--- config.mk ---
export PLATFORM = sky130hd
export DESIGN_NAME = fir_mac_sched_flat
export DESIGN_NICKNAME = d
export VERILOG_FILES = /design/src/rtl/fir_mac_sched_if.sv /design/src/rtl/fir_mac_sched.sv /design/src/flat_wrapper.sv
export SDC_FILE = /design/constraint.sdc
export NUM_CORES = 1
export LEC_CHECK = 0
export ABC_CLOCK_PERIOD_IN_PS = 3400
export CORE_MARGIN = 2
export CORE_UTILIZATION = 47
export DETAILED_ROUTE_END_ITERATION = 10
export HOLD_SLACK_MARGIN = 0.08
export PLACE_DENSITY = 0.75
export SKIP_LAST_GASP = 1
export SYNTH_ARGS = -nofsm -noshare
export SYNTH_HDL_FRONTEND = slang
export SYNTH_SLANG_ARGS = --single-unit
--- constraint.sdc ---
create_clock -name clk -period 3.4 [get_ports clk]
set_clock_uncertainty 0.1 [all_clocks]
set_input_delay 0.51 -clock clk [delete_from_list [all_inputs] [get_ports clk]]
set_output_delay 0.51 -clock clk [all_outputs]
set_load 0.03 [all_outputs]
--- src/rtl/fir_mac_sched_if.sv ---
// fir_mac_sched_if: handshake and datapath-control bundle of the FIR MAC sequencer.
// master = sequencer side, slave = environment (history RAM, MAC array, sink).
interface fir_mac_sched_if #(
    parameter int PH_W = 4,
    parameter int CH_W = 1
) ();
    logic            s_tvalid;
    logic            s_tready;
    logic            wr_en;
    logic [PH_W-1:0] wr_addr;
    logic [PH_W-1:0] hist_addr;
    logic [PH_W-1:0] coef_addr;
    logic [CH_W-1:0] ch_sel;
    logic            acc_clr;
    logic            acc_en;
    logic            result_ld;
    logic            m_tvalid;
    logic            m_tready;
    logic [CH_W-1:0] m_tchan;

    modport master (
        input  s_tvalid,
        input  m_tready,
        output s_tready,
        output wr_en,
        output wr_addr,
        output hist_addr,
        output coef_addr,
        output ch_sel,
        output acc_clr,
        output acc_en,
        output result_ld,
        output m_tvalid,
        output m_tchan
    );

    modport slave (
        output s_tvalid,
        output m_tready,
        input  s_tready,
        input  wr_en,
        input  wr_addr,
        input  hist_addr,
        input  coef_addr,
        input  ch_sel,
        input  acc_clr,
        input  acc_en,
        input  result_ld,
        input  m_tvalid,
        input  m_tchan
    );
endinterface

--- src/rtl/fir_mac_sched.sv ---
// fir_mac_sched: control sequencer for a time-multiplexed decimating polyphase FIR.
// Ports: clk, rst (sync, active high); bus (master): s_tvalid/s_tready input beat,
//   wr_en/wr_addr history write, hist_addr/coef_addr/ch_sel/acc_clr/acc_en MAC control,
//   result_ld output capture, m_tvalid/m_tready/m_tchan result stream.
module fir_mac_sched #(
    parameter int TAP_COUNT = 120,
    parameter int MACS      = 8,
    parameter int DECIM     = 8,
    parameter int CHANNELS  = 2,
    parameter int MAC_LAT   = 3
) (
    input  logic            clk,
    input  logic            rst,
    fir_mac_sched_if.master bus
);
    localparam int NPH  = TAP_COUNT / MACS;
    localparam int PH_W = (NPH > 1) ? $clog2(NPH) : 1;
    localparam int CH_W = (CHANNELS > 1) ? $clog2(CHANNELS) : 1;
    localparam int WT_W = (MAC_LAT > 1) ? $clog2(MAC_LAT) : 1;

    localparam logic [PH_W-1:0] PH_LAST = PH_W'(NPH - 1);
    localparam logic [PH_W-1:0] PH_NPH  = PH_W'(NPH);
    localparam logic [PH_W-1:0] PH_ONE  = PH_W'(1);
    localparam logic [CH_W-1:0] CH_LAST = CH_W'(CHANNELS - 1);
    localparam logic [CH_W-1:0] CH_ONE  = CH_W'(1);
    localparam logic [WT_W-1:0] WT_LAST = WT_W'((MAC_LAT > 0) ? MAC_LAT - 1 : 0);
    localparam logic [WT_W-1:0] WT_ONE  = WT_W'(1);

    if (TAP_COUNT % MACS != 0) begin : g_bad_taps
        $fatal(1, "fir_mac_sched: TAP_COUNT must be a multiple of MACS");
    end
    if (DECIM != MACS) begin : g_bad_decim
        $fatal(1, "fir_mac_sched: DECIM must equal MACS");
    end
    if (CHANNELS < 1 || NPH < 1 || MAC_LAT < 0) begin : g_bad_dims
        $fatal(1, "fir_mac_sched: CHANNELS, NPH must be >= 1, MAC_LAT >= 0");
    end

    typedef enum logic [2:0] {
        S_IDLE,
        S_RUN,
        S_WAIT,
        S_LOAD,
        S_OUT
    } state_e;

    state_e          state_q, state_d;
    logic [PH_W-1:0] wr_addr_q, wr_addr_d;
    logic [PH_W-1:0] newest_q, newest_d;
    logic [PH_W-1:0] phase_q, phase_d;
    logic [PH_W-1:0] hist_q, hist_d;
    logic [CH_W-1:0] ch_q, ch_d;
    logic [WT_W-1:0] wait_q, wait_d;

    logic s_tready;
    logic wr_en;
    logic acc_en;
    logic acc_clr;
    logic result_ld;
    logic m_tvalid;

    always_ff @(posedge clk) begin
        if (rst) begin
            state_q   <= S_IDLE;
            wr_addr_q <= '0;
            newest_q  <= '0;
            phase_q   <= '0;
            hist_q    <= '0;
            ch_q      <= '0;
            wait_q    <= '0;
        end else begin
            state_q   <= state_d;
            wr_addr_q <= wr_addr_d;
            newest_q  <= newest_d;
            phase_q   <= phase_d;
            hist_q    <= hist_d;
            ch_q      <= ch_d;
            wait_q    <= wait_d;
        end
    end

    always_comb begin
        state_d   = state_q;
        wr_addr_d = wr_addr_q;
        newest_d  = newest_q;
        phase_d   = phase_q;
        ch_d      = ch_q;
        wait_d    = wait_q;
        s_tready  = 1'b0;
        wr_en     = 1'b0;
        acc_en    = 1'b0;
        acc_clr   = 1'b0;
        result_ld = 1'b0;
        m_tvalid  = 1'b0;

        unique case (state_q)
            S_IDLE: begin
                s_tready = 1'b1;
                if (bus.s_tvalid) begin
                    wr_en     = 1'b1;
                    newest_d  = wr_addr_q;
                    wr_addr_d = (wr_addr_q == PH_LAST) ? '0
                                                       : wr_addr_q + PH_ONE;
                    ch_d      = '0;
                    phase_d   = '0;
                    state_d   = S_RUN;
                end
            end
            S_RUN: begin
                acc_en  = 1'b1;
                acc_clr = (phase_q == '0);
                if (phase_q == PH_LAST) begin
                    wait_d  = '0;
                    state_d = (MAC_LAT == 0) ? S_LOAD : S_WAIT;
                end else begin
                    phase_d = phase_q + PH_ONE;
                end
            end
            S_WAIT: begin
                if (wait_q == WT_LAST) begin
                    state_d = S_LOAD;
                end else begin
                    wait_d = wait_q + WT_ONE;
                end
            end
            S_LOAD: begin
                result_ld = 1'b1;
                state_d   = S_OUT;
            end
            S_OUT: begin
                m_tvalid = 1'b1;
                if (bus.m_tready) begin
                    if (ch_q == CH_LAST) begin
                        state_d = S_IDLE;
                    end else begin
                        ch_d    = ch_q + CH_ONE;
                        phase_d = '0;
                        state_d = S_RUN;
                    end
                end
            end
            default: begin
                state_d = S_IDLE;
            end
        endcase

        // Read address walks backwards through the circular history from the
        // newest block; on borrow wrap by NPH since NPH need not be 2^PH_W.
        // Registered one cycle ahead so hist_addr comes straight from a flop.
        if (newest_d >= phase_d) begin
            hist_d = newest_d - phase_d;
        end else begin
            hist_d = newest_d + PH_NPH - phase_d;
        end
    end

    // Reset forces every output low, including the IDLE-state s_tready.
    assign bus.s_tready  = s_tready & ~rst;
    assign bus.wr_en     = wr_en & ~rst;
    assign bus.wr_addr   = rst ? '0 : wr_addr_q;
    assign bus.hist_addr = rst ? '0 : hist_q;
    assign bus.coef_addr = rst ? '0 : phase_q;
    assign bus.ch_sel    = rst ? '0 : ch_q;
    assign bus.acc_clr   = acc_clr & ~rst;
    assign bus.acc_en    = acc_en & ~rst;
    assign bus.result_ld = result_ld & ~rst;
    assign bus.m_tvalid  = m_tvalid & ~rst;
    assign bus.m_tchan   = rst ? '0 : ch_q;
endmodule

--- src/flat_wrapper.sv ---
// flat-port wrapper written by rule: the top's interface ports become plain ports
module fir_mac_sched_flat 
#(
    parameter int TAP_COUNT = 120,
    parameter int MACS      = 8,
    parameter int DECIM     = 8,
    parameter int CHANNELS  = 2,
    parameter int MAC_LAT   = 3
)
  (clk, rst, bus_s_tvalid, bus_m_tready, bus_s_tready, bus_wr_en, bus_wr_addr, bus_hist_addr, bus_coef_addr, bus_ch_sel, bus_acc_clr, bus_acc_en, bus_result_ld, bus_m_tvalid, bus_m_tchan);
  fir_mac_sched_if #(.PH_W((4)), .CH_W((1))) bus_i ();
  input  logic clk;
  input  logic rst;
  input wire logic [$bits(bus_i.s_tvalid)-1:0] bus_s_tvalid;
  input wire logic [$bits(bus_i.m_tready)-1:0] bus_m_tready;
  output wire logic [$bits(bus_i.s_tready)-1:0] bus_s_tready;
  output wire logic [$bits(bus_i.wr_en)-1:0] bus_wr_en;
  output wire logic [$bits(bus_i.wr_addr)-1:0] bus_wr_addr;
  output wire logic [$bits(bus_i.hist_addr)-1:0] bus_hist_addr;
  output wire logic [$bits(bus_i.coef_addr)-1:0] bus_coef_addr;
  output wire logic [$bits(bus_i.ch_sel)-1:0] bus_ch_sel;
  output wire logic [$bits(bus_i.acc_clr)-1:0] bus_acc_clr;
  output wire logic [$bits(bus_i.acc_en)-1:0] bus_acc_en;
  output wire logic [$bits(bus_i.result_ld)-1:0] bus_result_ld;
  output wire logic [$bits(bus_i.m_tvalid)-1:0] bus_m_tvalid;
  output wire logic [$bits(bus_i.m_tchan)-1:0] bus_m_tchan;
  assign bus_i.s_tvalid = bus_s_tvalid;
  assign bus_i.m_tready = bus_m_tready;
  assign bus_s_tready = bus_i.s_tready;
  assign bus_wr_en = bus_i.wr_en;
  assign bus_wr_addr = bus_i.wr_addr;
  assign bus_hist_addr = bus_i.hist_addr;
  assign bus_coef_addr = bus_i.coef_addr;
  assign bus_ch_sel = bus_i.ch_sel;
  assign bus_acc_clr = bus_i.acc_clr;
  assign bus_acc_en = bus_i.acc_en;
  assign bus_result_ld = bus_i.result_ld;
  assign bus_m_tvalid = bus_i.m_tvalid;
  assign bus_m_tchan = bus_i.m_tchan;
  fir_mac_sched #(.TAP_COUNT(TAP_COUNT), .MACS(MACS), .DECIM(DECIM), .CHANNELS(CHANNELS), .MAC_LAT(MAC_LAT)) u_core (.clk(clk), .rst(rst), .bus(bus_i));
endmodule
# --- Yosys cells after proc, flatten, opt, wreduce, memory -nomap -nowiden ---
# Index checks and enable logic that the tools add are counted.
word_totals:
  in_bits: 4
  word_cells: 75
  register_bits: 22
  output_inout_bits: 20
classes:
  addsub: 7
  mux: 33
  n_eq_ne: 12
  n_reduce_logical: 8
  n_lt_le_gt_ge: 1
  bitwise: 7
ops:
  columns: ["cell", "n"]
  rows:
  - ["$mux W4", 11]
  - ["$pmux W3 S5", 1]
  - ["$mux W1", 12]
  - ["$mux W3", 4]
  - ["$pmux W4 S3", 1]
  - ["$add A4 B1 Y4 const B", 2]
  - ["$eq A4 B4 Y1 const B", 2]
  - ["$sub A4 B4 Y4", 2]
  - ["$and A1 B1 Y1", 6]
  - ["$eq A3 B2 Y1 const B", 2]
  - ["$ne A2 B2 Y1 const B", 3]
  - ["$reduce_and A3 Y1", 2]
  - ["$add A4 B4 Y4 const B", 1]
  - ["$ge A4 B4 Y1", 1]
  - ["$logic_not A4 Y1", 1]
  - ["$mux W2", 2]
  - ["$ne A2 B1 Y1 const B", 2]
  - ["$pmux W2 S2", 1]
  - ["$reduce_and A4 Y1", 1]
  - ["$reduce_bool A2 Y1", 2]
  - ["$eq A3 B1 Y1 const B", 1]
  - ["$eq A3 B3 Y1 const B", 1]
  - ["$logic_not A3 Y1", 1]
  - ["$add A2 B1 Y2 const B", 1]
  - ["other kinds (5)", 5]

# --- Logic depth before layout (Yosys ltp) ---
# Gate-level depths: netlist (run 1).
depth:
  ltp_word: 5
  depth_mapped: 12
  depth_no_buf: 12

# --- Worst setup path before layout (run 1) ---
# Ideal clock, no wire load.
synth_path:
  path_kind: "input port to flip-flop"
  startpoint: "in bus_m_tready"
  endpoint: "reg u_core.hist_q[2]"
  n_path_buf: 0
  arrival_ps: 3111
  setup_time_ps: 121
  required_time_ps: 3179
  setup_slack_ps: 68
  cell_stages: 10
  cell_sequence: "or3b_1 > a211o_1 > o21ai_1 > nand2_1 > ha_1 > fa_1 > a21boi_0 > o21ai_0 > mux2i_1 > mux2_2"
synth_via:
  elab_chain_len: 4
  word_cells_on_any_way: 6
  cone_classes: "2 x add/sub; 1 x order compare; 3 x mux"
synth_lines:
  columns: ["item", "line_no", "source"]
  rows:
  - ["start, declared", "flat_wrapper.sv:15", "input wire logic [$bits(bus_i.m_tready)-1:0] bus_m_tready;"]
  - ["$mux W4 *", "fir_mac_sched.sv:132", "if (bus.m_tready) begin"]
  - ["$pmux W4 S3 *", "fir_mac_sched.sv:96", "unique case (state_q)"]
  - ["net u_core.phase_d[0]", "fir_mac_sched.sv:50", "logic [PH_W-1:0] phase_q, phase_d;"]
  - ["$sub A4 B4 Y4 (tied with other cells)", "fir_mac_sched.sv:153", "hist_d = newest_d + PH_NPH - phase_d;"]
  - ["$mux W4 *", "fir_mac_sched.sv:150", "if (newest_d >= phase_d) begin"]
  - ["end signal, assigned", "fir_mac_sched.sv:76", "hist_q <= hist_d;"]
  - ["end, declared", "fir_mac_sched.sv:51", "logic [PH_W-1:0] hist_q, hist_d;"]
# The timed path passes the listed nets; every way through them passes the cells marked *.
# A chain may end at the register's enable or synchronous reset.

# --- Final worst setup path (run 1) ---
layout_path:
  startpoint: "reg u_core.phase_q[0]"
  endpoint: "reg u_core.hist_q[2]"
layout_via:
  elab_chain_len: 5
  word_cells_on_any_way: 11
  cone_classes: "3 x add/sub; 1 x order compare; 1 x eq/ne; 6 x mux"
layout_lines:
  columns: ["item", "line_no", "source"]
  rows:
  - ["start, declared", "fir_mac_sched.sv:50", null]
  - ["start signal, assigned", "fir_mac_sched.sv:75", "phase_q <= phase_d;"]
  - ["$add A4 B1 Y4 (tied with other cells)", "fir_mac_sched.sv:116", "phase_d = phase_q + PH_ONE;"]
  - ["$mux W4, on equally long branches", "fir_mac_sched.sv:112, fir_mac_sched.sv:132", null]
  - ["$pmux W4 S3 *", "fir_mac_sched.sv:96", null]
  - ["net u_core.phase_d[0]", "fir_mac_sched.sv:50", null]
  - ["$sub A4 B4 Y4 (tied with other cells)", "fir_mac_sched.sv:153", null]
  - ["$mux W4 *", "fir_mac_sched.sv:150", null]
# Marks and branches as above.

==> impl_metrics.env, run 1 <==
export IMPL_antenna_found_initial=0
export IMPL_num_vias=1344
export IMPL_clock_latency_ps=300
export IMPL_synth_fp_nets=191
export IMPL_p_int_uw=419
export IMPL_gp_congestion=0.862
export IMPL_seq_power_share_pct=47.5
export IMPL_drc_errors=0
export IMPL_wl_mm=3.20
export IMPL_grt_overflow_total=0
export IMPL_p_clk_share_pct=24.6
export IMPL_dp_hpwl_mm=2.39
export IMPL_r2r_start="u_core.phase_q[0]"
export IMPL_ios=24
export IMPL_hp_class="reg2reg"
export IMPL_synthesis_area_mm2=0.00144
export IMPL_cts_max_level=1
export IMPL_wl_per_cell_um=13.1
export IMPL_yosysWarnings=0
export IMPL_p_leak_nw=0.803
export IMPL_start_kind="flop"
export IMPL_grt_max_degree=44
export IMPL_cp_slowest_cell="dfxtp_1"
export IMPL_holdPathStages=2
export IMPL_path_clk_slew_ps=120
export IMPL_die_y_um=59.4
export IMPL_netlist_instances=176
export IMPL_tightest_slew_ps=428
export IMPL_powerDensity_mw_per_mm2=316
export IMPL_status="complete, no violations"
export IMPL_multi_input_area_um2=910
export IMPL_syn2layout_area_growth_pct=29.5
export IMPL_worst_path_buf_inv=1
export IMPL_postCtsHoldBufs=0
export IMPL_ant_nets=0
export IMPL_antenna_cells=0
export IMPL_rsz0062_at_grt="false"
export IMPL_async_reset_ff_share_pct=0
export IMPL_globalRouteTotalUtil_pct=19.3
export IMPL_fillers=267
export IMPL_cp_top_family="adder cells"
export IMPL_cp_arrival_ps=3310
export IMPL_synth_flop_cell="dfxtp_1"
export IMPL_clockBufferDepth=2
export IMPL_grt_pass1_vias=1253
export IMPL_comb_power_share_pct=28.0
export IMPL_cp_required_ps=3510
export IMPL_setup_tns_ps=0
export IMPL_dpl_instance_area_mm2=0.00181
export IMPL_worstSetupPathType="reg2reg"
export IMPL_drive_above_1_share_pct=17.0
export IMPL_period_needed_ps=3200
export IMPL_max_stage_delay_ps=460
export IMPL_slew_violations=0
export IMPL_final_common_cell="nor2_1"
export IMPL_rows=20
export IMPL_coreArea_mm2=0.00298
export IMPL_fin_ws_ps=203
export IMPL_p_sw_share_pct=29.1
export IMPL_reg2reg_setup_slack_ps=200
export IMPL_max_vdd_ir_drop_uv=143
export IMPL_net_switching_power_uw=172
export IMPL_final_setup_viol_count=0
export IMPL_synth_edf_count=0
export IMPL_cp_end_kind="flop"
export IMPL_worstPathCellList="inv_1 > ha_1 > and3_1 > and2_1 > o21ai_2 > nand2_1 > ha_2 > fa_1 > a21boi_0 > o21ai_1 > mux2i_1 > mux2_2"
export IMPL_min_to="u_core.wait_q[1]"
export IMPL_final_cell_mix="24 x nor2_1, 22 x buf_4, 22 x dfxtp_1"
export IMPL_dp_cells=239
export IMPL_die_x_um=59.4
export IMPL_reg2reg_to="u_core.hist_q[2]"
export IMPL_nets=228
export IMPL_place_ws_ps=-506
export IMPL_maxSlewHeadroom_pct=71.4
export IMPL_finish_utilization_pct=62.8
export IMPL_r2r_cells=12
export IMPL_cts_sinks=22
export IMPL_regArea_um2=440
export IMPL_cts_made_buffers=3
export IMPL_grt_first_pass_wirelength_mm=5.29
export IMPL_synth_seq_area_share_pct=30.5
export IMPL_fin_area_mm2=0.00187
export IMPL_drt_first_pass_iters=4
export IMPL_detail_route_vias_per_cell=5.49
export IMPL_cts_tree="built"
export IMPL_ys_seq_elements=22
export IMPL_maxCapViolations=0
export IMPL_hold_viol=0
export IMPL_crit_fanout=6
export IMPL_post_route_period_util_pct=94.0
export IMPL_max_freq_ghz=0.313
export IMPL_initial_core_util_pct=48.5
export IMPL_port_buffers=23
export IMPL_fin_cells=245
export IMPL_root_buffer="clkbuf_4"
export IMPL_hold_start="u_core.wait_q[1]"
export IMPL_drtIter0Drc=66
export IMPL_cp_num_cells=12
export IMPL_syn_avg_cell_area_um2=8.20
export IMPL_ys_types=46
export IMPL_die_area_mm2=0.00353
## cell usage after synthesis, types with 2 or more instances
master	number	share of area, %
a31oi_1	2	0.87
ha_1	9	7.8
a22oi_1	3	1.6
o22ai_1	3	1.3
o211ai_1	2	1.0
inv_1	9	2.3
buf_4	2	1.0
dfxtp_1	22	31
o21ai_0	4	1.4
mux2_2	4	3.1
nor3b_1	3	1.6
nor2_1	24	6.2
fa_1	2	2.8
clkbuf_1	7	1.8
a21oi_1	9	3.1
nor3_1	7	2.4
mux2i_1	5	3.5
or3b_1	2	1.2
xnor2_1	2	1.2
and3_1	2	0.87
buf_2	2	0.69
nand2_1	8	2.1
nor2b_1	15	6.5
and2_1	3	1.3
nand3b_1	2	1.0
nand3_1	3	1.0
## kinds of logic (layout without fill, tap and decap cells)
logic type               count (synthesis)  count (layout)  synth area share [%]
XOR/XNOR                                 2               2                  1.21
buffers and inverters                   22              58                  6.93
flip-flops                              22              22                  30.5
AND/OR/NAND/NOR                         75              75                  28.0
AO/OA/AOI/OAI                           34              34                  15.4
multiplexers                            10              10                  7.37
adder cells (fa/ha/maj)                 11              11                  10.6
## per-layer routing
| metal | GRT usage (%) | part of all wire, % | up-vias |
|---|---|---|---|
| met2 | 36.7 | 52 | 27 |
| met1 | 22.2 | 44 | 635 |
| met3 | 2.62 | 3.8 | 4 |
| li1 | - | - | 678 |
| met5 | 0 | 0 | - |
| met4 | 5.19 | 0.84 | 0 |
## cell type report
class	count	share of cell area [%]
tap	33	2.21
inverter	9	1.81
sequential	22	23.6
timing repair buffer	45	21.8
clock buffer	4	1.94
multi-input combinational	132	48.7
## flip-flops by register name (all words and copies together) (netlist names)
signal,flops
u_core.hist_q,4
u_core.ch_q,1
u_core.wr_addr_q,4
u_core.newest_q,4
u_core.state_q,3
u_core.wait_q,2
u_core.phase_q,4
## power groups by stage
stage | combinational, mW | clock (mW) | sequential, mW
6_report | 0.165 | 0.145 | 0.280
5_1_grt | 0.179 | 0.158 | 0.282
4_1_cts | 0.165 | 0.150 | 0.280
3_5_place_dp | 0.162 | 0 | 0.286
3_3_place_gp | 0.157 | 0 | 0.285
2_1_floorplan | 0.106 | 0 | 0.281
## repair_timing
item / CTS / global route
setup endpoints to repair: 2 / 3
gates resized for setup: 3 / 1
cloned: 0 / 0
pin swaps: 2 / 3
setup buffers: 0 / 2
## worst reg2reg max path: stages, from the launching register on
cell and delay, ps:
dfxtp_1 460, inv_1 120, ha_1 230, and3_1 250, and2_1 190, o21ai_2 150, nand2_1 90, ha_2 200
fa_1 410, a21boi_0 150, o21ai_1 210, mux2i_1 220, mux2_2 340
## through the flow
| stage | power (mW) | hold slack [ps] |
|---|---|---|
| 3_5_place_dp | 0.448 | 423 |
| 4_1_cts | 0.595 | 455 |
| 6_report | 0.591 | 453 |
| 5_1_grt | 0.619 | 480 |
| 3_3_place_gp | 0.442 | 404 |
| 2_1_floorplan | 0.386 | 382 |
## how the worst max path moves through the flow
stage	end	slack, ps	from
after global placement	u_core.hist_q[2]	-390	bus_m_tready
after detailed placement	u_core.hist_q[2]	-510	bus_m_tready
after floorplan	u_core.hist_q[2]	70	bus_m_tready
after global routing	u_core.hist_q[2]	50	u_core.phase_q[0]
final	u_core.hist_q[2]	200	u_core.phase_q[0]
after CTS	u_core.hist_q[2]	3	bus_m_tready
No activity file was read; power rests on OpenSTA's default activity.
==> inputs of run 2 (changes only) <==
--- a/config.mk
+++ b/config.mk
@@ -6,12 +6,13 @@
 export NUM_CORES = 1
 export LEC_CHECK = 0
 export ABC_CLOCK_PERIOD_IN_PS = 3400
+export CELL_PAD_IN_SITES_DETAIL_PLACEMENT = 0
+export CELL_PAD_IN_SITES_GLOBAL_PLACEMENT = 1
 export CORE_MARGIN = 2
-export CORE_UTILIZATION = 47
+export CORE_UTILIZATION = 35
 export DETAILED_ROUTE_END_ITERATION = 10
 export HOLD_SLACK_MARGIN = 0.08
-export PLACE_DENSITY = 0.75
-export SKIP_LAST_GASP = 1
+export PLACE_DENSITY_LB_ADDON = 0.1
 export SYNTH_ARGS = -nofsm -noshare
 export SYNTH_HDL_FRONTEND = slang
 export SYNTH_SLANG_ARGS = --single-unit
==> impl_metrics.env, run 2 (synthesis results as in run 1) <==
export IMPL_rsz0062_at_grt="false"
export IMPL_max_freq_ghz=0.304
export IMPL_max_vdd_ir_drop_uv=127
export IMPL_hold_viol=0
export IMPL_holdPathStages=2
export IMPL_cp_required_ps=3460
export IMPL_wl_per_cell_um=12.1
export IMPL_r2r_cells=12
export IMPL_wl_mm=3.25
export IMPL_reg2reg_setup_slack_ps=390
export IMPL_die_x_um=68.2
export IMPL_final_cell_mix="30 x buf_4, 24 x nor2_1, 22 x dfxtp_1"
export IMPL_cts_made_buffers=3
export IMPL_final_common_cell="buf_4"
export IMPL_min_to="u_core.ch_q"
export IMPL_powerDensity_mw_per_mm2=327
export IMPL_gp_congestion=0.827
export IMPL_hold_start="u_core.ch_q"
export IMPL_initial_core_util_pct=36.4
export IMPL_rows=23
export IMPL_dp_hpwl_mm=2.54
export IMPL_crit_fanout=3
export IMPL_postCtsHoldBufs=0
export IMPL_worstSetupPathType="in2reg"
export IMPL_die_area_mm2=0.00466
export IMPL_clock_latency_ps=260
export IMPL_num_vias=1328
export IMPL_cp_arrival_ps=3340
export IMPL_start_kind="input port"
export IMPL_maxCapViolations=0
export IMPL_drt_first_pass_iters=4
export IMPL_tightest_slew_ps=481
export IMPL_grt_first_pass_wirelength_mm=5.40
export IMPL_maxSlewHeadroom_pct=67.9
export IMPL_drive_above_1_share_pct=22.4
export IMPL_nets=235
export IMPL_antenna_found_initial=0
export IMPL_grt_pass1_vias=1275
export IMPL_cts_max_level=1
export IMPL_globalRouteTotalUtil_pct=14.8
export IMPL_antenna_cells=0
export IMPL_ios=24
export IMPL_hp_class="reg2reg"
export IMPL_syn2layout_area_growth_pct=37.8
export IMPL_coreArea_mm2=0.00397
export IMPL_die_y_um=68.2
export IMPL_cts_tree="built"
export IMPL_cp_end_kind="flop"
export IMPL_detail_route_vias_per_cell=4.94
export IMPL_p_leak_nw=0.841
export IMPL_status="complete, no violations"
export IMPL_clockBufferDepth=2
export IMPL_grt_overflow_total=0
export IMPL_cts_sinks=22
export IMPL_ant_nets=0
export IMPL_slew_violations=0
export IMPL_grt_max_degree=25
export IMPL_drtIter0Drc=72
export IMPL_hold_slack_ps=437
export IMPL_final_setup_viol_count=0
export IMPL_setup_tns_ps=0
export IMPL_root_buffer="clkbuf_8"
export IMPL_drc_errors=0
export IMPL_port_buffers=23
export IMPL_path_clk_slew_ps=80
export IMPL_period_needed_ps=3290
export IMPL_r2r_start="u_core.phase_q[0]"
export IMPL_reg2reg_to="u_core.hist_q[2]"
export IMPL_post_route_period_util_pct=96.7
run 2: worst max-delay path by stage:
| stage | startpoint | end | slack [ps] |
|---|---|---|---|
| after floorplan | bus_m_tready | u_core.hist_q[2] | 70 |
| after global placement | bus_m_tready | u_core.hist_q[2] | -370 |
| after detailed placement | bus_m_tready | u_core.hist_q[2] | -380 |
| after CTS | bus_m_tready | u_core.hist_q[2] | 20 |
| after global routing | bus_m_tready | u_core.hist_q[2] | 1 |
| final | bus_m_tready | u_core.hist_q[2] | 110 |
run 2: worst max-delay path, stage by stage:
cell and delay (ps):
clkdlybuf4s50_1 470, or3b_4 380, a211o_1 340, o21ai_2 180
nand2_2 80, ha_4 170, fa_2 350, a21boi_4 150
o21ai_2 150, mux2i_1 210, mux2_2 350
run 2: repair_timing:
| item | CTS | global route |
|---|---|---|
| setup buffers | 0 | 1 |
| pin swaps | 3 | 4 |
| setup endpoints to repair | 2 | 2 |
| resized for setup | 2 | 9 |
run 2: area by class of cell:
type / count / area, µm²
flip-flops and latches: 22 / 440
fillers: 385 / 1980
inverters: 9 / 33.8
clock buffers: 4 / 55.1
repair buffers: 52 / 455
well taps: 50 / 62.6
multi-input cells: 132 / 942
run 2: layer usage:
| metal | track usage (%) | up-vias | routed length, µm |
|---|---|---|---|
| li1 | - | 688 | - |
| met1 | 20.0 | 617 | 1560 |
| met2 | 25.1 | 21 | 1590 |
| met3 | 1.48 | 2 | 88 |
| met4 | 3.75 | 0 | 20 |
| met5 | 0 | - | 0 |
run 2: stage by stage:
stage / cells / setup WS, ps / power (mW) / util [%] / instance area, µm²
finish: 269 / 114 / 0.651 / 50.1 / 1990
global route: 269 / 0.967 / 0.684 / 50.1 / 1990
CTS: 268 / 17.7 / 0.643 / 49.0 / 1950
detailed placement: 264 / -377 / 0.455 / 47.5 / 1890
global placement: 264 / -375 / 0.453 / 47.5 / 1890
floorplan: 176 / 68.1 / 0.386 / - / 1440
run 2: power by group:
group          total [mW]  leakage [nW]  internal, mW  switching, mW
Combinational       0.182         0.633        0.0958         0.0858
Sequential          0.280         0.179         0.271        0.00876
Clock               0.189        0.0288         0.103         0.0859
